### src/rtl/rom_bus_bridge_pkg.sv
`default_nettype none
// ============================================================================
//  Module      : rom_bus_bridge_pkg
//  Description : Shared constants and state encoding for the picoRV32
//                native-bus to 256x32 sync-read RAM bridge.
//  Revision    : 1.0 - initial release
// ============================================================================
package rom_bus_bridge_pkg;

    // Word address width of the backing RAM (256 words = 1 KiB window)
    localparam int WORD_ADDR_W = 8;

    // Byte-strobe patterns that select the read and full-write paths
    localparam logic [3:0] c_WSTRB_READ = 4'h0;
    localparam logic [3:0] c_WSTRB_FULL = 4'hF;

    // Bridge FSM states, explicitly encoded
    typedef enum logic [2:0] {
        ST_IDLE   = 3'd0,
        ST_RD     = 3'd1,
        ST_WR     = 3'd2,
        ST_RMW_RD = 3'd3,
        ST_RMW_WR = 3'd4,
        ST_ACK    = 3'd5
    } state_t;

endpackage
`default_nettype wire

### src/rtl/rom_bus_bridge_wstrb_merge.sv
`default_nettype none
// ============================================================================
//  Module      : wstrb_merge
//  Description : Combinational 4-lane byte merge. Each output byte takes the
//                new write byte when its strobe is set, else the old RAM byte.
//  Revision    : 1.0 - initial release
// ============================================================================
module wstrb_merge (
    input  logic [3:0]  i_wstrb,
    input  logic [31:0] i_new_data,
    input  logic [31:0] i_old_data,
    output logic [31:0] o_merged
);

    // One independent mux per byte lane
    generate
        for (genvar i = 0; i < 4; i++) begin : g_lane
            assign o_merged[8*i +: 8] = i_wstrb[i] ? i_new_data[8*i +: 8]
                                                   : i_old_data[8*i +: 8];
        end
    endgenerate

endmodule
`default_nettype wire

### src/rtl/rom_bus_bridge.sv
`default_nettype none
// ============================================================================
//  Module      : rom_bus_bridge
//  Description : Bridges the picoRV32 native memory bus onto a 256x32
//                synchronous-read RAM mapped at a 1 KiB aligned window.
//                Reads take RD->ACK, full writes WR->ACK, partial writes
//                do a read-modify-write RMW_RD->RMW_WR->ACK.
//  Revision    : 1.0 - initial release
// ============================================================================
module rom_bus_bridge #(
    parameter logic [31:0] BASE_ADDR    = 32'h0000_0000,
    parameter bit          WRITE_ENABLE = 1'b1
) (
    input  logic        clk,
    input  logic        rst,
    input  logic        mem_valid,
    input  logic [31:0] mem_addr,
    input  logic [31:0] mem_wdata,
    input  logic [3:0]  mem_wstrb,
    output logic        mem_ready,
    output logic [31:0] mem_rdata,
    output logic [7:0]  ram_addr,
    output logic        ram_wen,
    output logic [31:0] ram_wdata,
    input  logic [31:0] ram_rdata
);

    import rom_bus_bridge_pkg::*;

    state_t      r_state;
    state_t      w_next_state;
    logic        w_hit;
    logic        w_accept;
    logic [31:0] w_merged;
    logic [31:0] r_mem_rdata;
    logic        r_ram_wen;
    logic [31:0] r_ram_wdata;
    logic [31:0] r_wdata;
    logic [3:0]  r_wstrb;
    logic        w_unused;

    // Byte offset bits never matter for word accesses
    assign w_unused = ^mem_addr[1:0];

    assign w_hit    = mem_valid && (mem_addr[31:10] == BASE_ADDR[31:10]);
    assign w_accept = (r_state == ST_IDLE) && w_hit;

    // RAM word address follows the bus address directly so the RAM can
    // sample it in the accept cycle and present data one cycle later
    assign ram_addr  = mem_addr[WORD_ADDR_W+1:2];
    assign ram_wen   = r_ram_wen;
    assign ram_wdata = r_ram_wdata;
    assign mem_rdata = r_mem_rdata;
    assign mem_ready = (r_state == ST_ACK);

    // Lane merge of the latched write data over the current RAM word
    wstrb_merge u_merge (
        .i_wstrb    (r_wstrb),
        .i_new_data (r_wdata),
        .i_old_data (ram_rdata),
        .o_merged   (w_merged)
    );

    // State register
    always_ff @(posedge clk) begin
        if (rst) begin
            r_state <= ST_IDLE;
        end else begin
            r_state <= w_next_state;
        end
    end

    // Next-state logic; once accepted a transaction always runs to ACK
    always_comb begin
        w_next_state = r_state;
        case (r_state)
            ST_IDLE: begin
                if (w_hit) begin
                    if (mem_wstrb == c_WSTRB_READ) begin
                        w_next_state = ST_RD;
                    end else if (mem_wstrb == c_WSTRB_FULL) begin
                        w_next_state = ST_WR;
                    end else begin
                        w_next_state = ST_RMW_RD;
                    end
                end
            end
            ST_RD:     w_next_state = ST_ACK;
            ST_WR:     w_next_state = ST_ACK;
            ST_RMW_RD: w_next_state = ST_RMW_WR;
            ST_RMW_WR: w_next_state = ST_ACK;
            ST_ACK:    w_next_state = ST_IDLE;
            default:   w_next_state = ST_IDLE;
        endcase
    end

    // Latch write data and strobes at accept so a dropped request still
    // completes with the values it was accepted with
    always_ff @(posedge clk) begin
        if (rst) begin
            r_wdata <= 32'h0;
            r_wstrb <= 4'h0;
        end else if (w_accept) begin
            r_wdata <= mem_wdata;
            r_wstrb <= mem_wstrb;
        end
    end

    // Datapath: read capture and single-cycle RAM write pulse
    always_ff @(posedge clk) begin
        if (rst) begin
            r_mem_rdata <= 32'h0;
            r_ram_wen   <= 1'b0;
            r_ram_wdata <= 32'h0;
        end else begin
            r_ram_wen <= 1'b0;
            if (w_accept && (mem_wstrb == c_WSTRB_FULL)) begin
                r_ram_wen   <= WRITE_ENABLE;
                r_ram_wdata <= mem_wdata;
            end
            if (r_state == ST_RMW_RD) begin
                r_ram_wen   <= WRITE_ENABLE;
                r_ram_wdata <= w_merged;
            end
            if (r_state == ST_RD) begin
                r_mem_rdata <= ram_rdata;
            end
        end
    end

endmodule
`default_nettype wire

### config.mk
export PLATFORM = sky130hd
export DESIGN_NAME = rom_bus_bridge
export DESIGN_NICKNAME = d
export VERILOG_FILES = /design/src/rtl/rom_bus_bridge_pkg.sv /design/src/rtl/rom_bus_bridge_wstrb_merge.sv /design/src/rtl/rom_bus_bridge.sv
export SDC_FILE = /design/constraint.sdc
export NUM_CORES = 1
export LEC_CHECK = 0
export BUFFER_PORTS_ARGS = -buffer_cell sky130_fd_sc_hd__buf_2
export CORE_ASPECT_RATIO = 1.2
export CORE_MARGIN = 2
export CORE_UTILIZATION = 25
export DETAILED_ROUTE_END_ITERATION = 10
export GPL_TIMING_DRIVEN = 0
export MAX_ROUTING_LAYER = met4
export SYNTH_ARGS = -nofsm -noshare
export SYNTH_HDL_FRONTEND = slang
export SYNTH_HIERARCHICAL = 1
export SYNTH_SLANG_ARGS = --single-unit
export TNS_END_PERCENT = 100
### constraint.sdc
create_clock -name clk -period 2.13 [get_ports clk]
set_clock_uncertainty 0.1 [all_clocks]
set_input_delay 0.213 -clock clk [delete_from_list [all_inputs] [get_ports clk]]
set_output_delay 0.213 -clock clk [all_outputs]
set_load 0.1 [all_outputs]
==> qor.csv <==
metric,value,unit
Mapped Area,0.005241,sq mm
"Slowest-stage cell, CP",or3_4,
Total GRT Usage,16.15,%
Flop pwr share,43.0,%
DRC,0,
Synth area leader,dfxtp_1,
dominant synthesized flop cell,dfxtp_1,
most frequent cell after synthesis,dfxtp_1,
nets,851,
ratio of final minimum period to clock period,93.80,%
syn avg cell area,9.293,sq um
routed len/inst,16.97,um
Startpoint Class,register,
vias per cell,4.654,
Final Hold Fails,0,
Pre-antenna DRT Iters,5,
kind of cell adding the most delay to the critical path,simple AND/OR/NAND/NOR gates,
row cnt,58,
Slew headroom,42.78,%
sequential area share after synthesis,39.72,%
count of flip-flops with a built-in enable after synthesis,0,
Mapped Nets,667,
synthesized instance count,564,
Post-DP HPWL,12950,um
Die Y,162.6,um
combinational power share,16.9,%
global-route wire length before repair,26310,um
post-route cell area,0.006833,sq mm
"Data arrival, critical path",2.12,ns
status,completed,
Inst Count DP,1000,
DRT iter0 DRCs,238,
CP Max Fanout,10,
Buffers on Ports,165,
# setup viols final,0,
unrepaired setup endpoints after global routing,false,
clock slew at reported path FFs,0.07,ns
switching share of power,29.86,%
worst path bufs/invs,2,
most used cell along the critical path,or3_4,
CP Cell Sequence,buf_2 -> or3_4 -> or3_4 -> clkbuf_2 -> o21ai_0 -> a21oi_1,
CTS tree,built,
Synth top area share,39.72,%
share of layout cells above drive strength 1,37.98,%
HP Class,in -> reg,
initial antenna violation count,3,
maxcap violations,0,
CP Data Required Time,2.26,ns
P per Cell Area,679.3,mW/mm^2
worst skew pair latency,0.35,ns
vias,4775,
Peak VDD IR,411.8,uV
Peak Freq,500.5,MHz
Longest Clk Path Bufs,2,
synth-to-layout area growth,30.37,%
GPL Wtd Cong,0.7627,
Post-Layout Cell Count,1026,
CTS H-tree lvls,3,
cell internal pwr,3.256,mW
Worst-Margin Slew,0.8583,ns
final WL,17410,um
Synth area leaders,"dfxtp_1 40%, a21oi_1 9.5%, mux2_4 9.2%",
Synth warnings,6,
Psw,1.386,mW
Die Wd,136.2,um
post-route ant nets,0,
kind of end point of the critical path,register,
area of the die,0.02214,sq mm
crit path kind,reg -> reg,
global route total overflow,0,
CTS sink count,104,
clock group share of total power,40.0,%
Final min period,1.998,ns
I/O pin count,177,
vias in the first global route,4746,
largest stage delay on the critical path,0.42,ns
largest net degree at the start of global routing,18,
core footprint,0.02075,sq mm
synth unique cells,33,
synth cell count leaders,"104 x dfxtp_1, 100 x a21oi_1, 67 x nand2_1",
number of CTS-inserted buffers,9,
Initial Util,25.25,%
Seq cells post-synth,104,
placed inst area,0.006410,sq mm
Pleak,3.010,nW
Max Slew Vio Count,0,
share of flip-flops with an asynchronous set or reset,0,%
CTS Root Cell,clkbuf_16,
[cell usage in the layout (no fill, tap or decap), types with 4 or more instances in the layout]
cell	netlist	final
clkbuf_1	34	29
dfxtp_1	104	104
nand2b_1	32	32
o21ai_0	36	35
clkbuf_16	0	9
mux2_4	32	32
clkbuf_2	3	5
mux2i_1	32	32
nor4_1	4	4
nand2_1	67	67
buf_2	6	173
a21oi_1	100	100
buf_4	12	14
dlygate4sd3_1	0	7
a211oi_2	30	30
buf_6	7	7
nand4_1	38	38
[cell families (layout without fill, tap and decap cells)]
group / Yosys count / in the layout / synth area share, %
AO/OA/AOI/OAI: 172 / 172 / 21.17
buffers and inverters: 67 / 256 / 7.806
flip-flops: 104 / 104 / 39.72
multiplexers: 64 / 64 / 15.28
other: 0 / 3 / 0
AND/OR/NAND/NOR: 157 / 157 / 16.02
[per-stage QoR]
step	total power [mW]	util [%]	setup TNS (ns)	hold WS (ns)	worst slack [ns]
finish	4.641	32.92	0	0.009975	0.1320
global route	4.814	32.92	0	0.005958	0.01824
CTS	4.706	32.87	0	0.0003493	0.04154
detailed placement	2.826	30.88	-7.941	0.3432	-0.1768
global placement	2.818	30.86	-14.85	0.3402	-0.4459
floorplan	2.584	-	0	0.2490	0.07714
[tightest hold or removal path: cells and delay by family]
kind            cells  cell delay (ns)
compound gates      1             0.05
buf+inv             1             0.11
simple gates        1             0.05
[sequential cells by signal, summed over array words and instances, names as in the netlist]
signal	flops
ram_wen	1
ram_wdata	32
mem_rdata	32
r_state	3
r_wdata	32
r_wstrb	4
[area by class of cell]
type / instances / area, sq um
clock buffer: 10 / 239.0
timing repair buffer: 175 / 915.9
sequential: 104 / 2082
clock inverter: 6 / 90.09
antenna: 3 / 7.507
buffer: 65 / 405.4
tap: 270 / 337.8
fill: 2229 / 13920
multi-input combinational: 393 / 2755
[routing by layer]
layer / track usage [%] / share of wire, %
met4: 5.208 / 1.7
met3: 3.859 / 5.5
met1: 18.57 / 43
met5: - / 0
met2: 27.57 / 50
[power by group through the flow]
| stage | logic, mW | registers (mW) | clock network (mW) |
|---|---|---|---|
| final | 0.785 | 2.00 | 1.86 |
| after global routing | 0.833 | 2.00 | 1.98 |
| after CTS | 0.793 | 2.00 | 1.92 |
| after detailed placement | 0.782 | 2.04 | 0 |
| after global placement | 0.775 | 2.04 | 0 |
| after floorplan | 0.299 | 2.29 | 0 |
[worst paths after layout]
kind,from,end,slack [ns],depth (start not counted)
hold reg to reg,mem_rdata[18],mem_rdata[18],0.35,2
setup reg to reg,r_state[0],r_wdata[10],0.13,6
setup / recovery,r_state[0],r_wdata[10],0.13,6
hold / removal,ram_rdata[0],mem_rdata[0],0.01,3
[repair_timing]
item / in CTS / in global routing
pin swaps: 1 / 1
setup endpoints to repair: 60 / 31
gates resized for setup: 2 / 6
hold buffers: 7 / 0
setup buffers: 2 / 0
endpoints found under the hold margin: 7 / 0
Power figures use the tool's default switching activity.
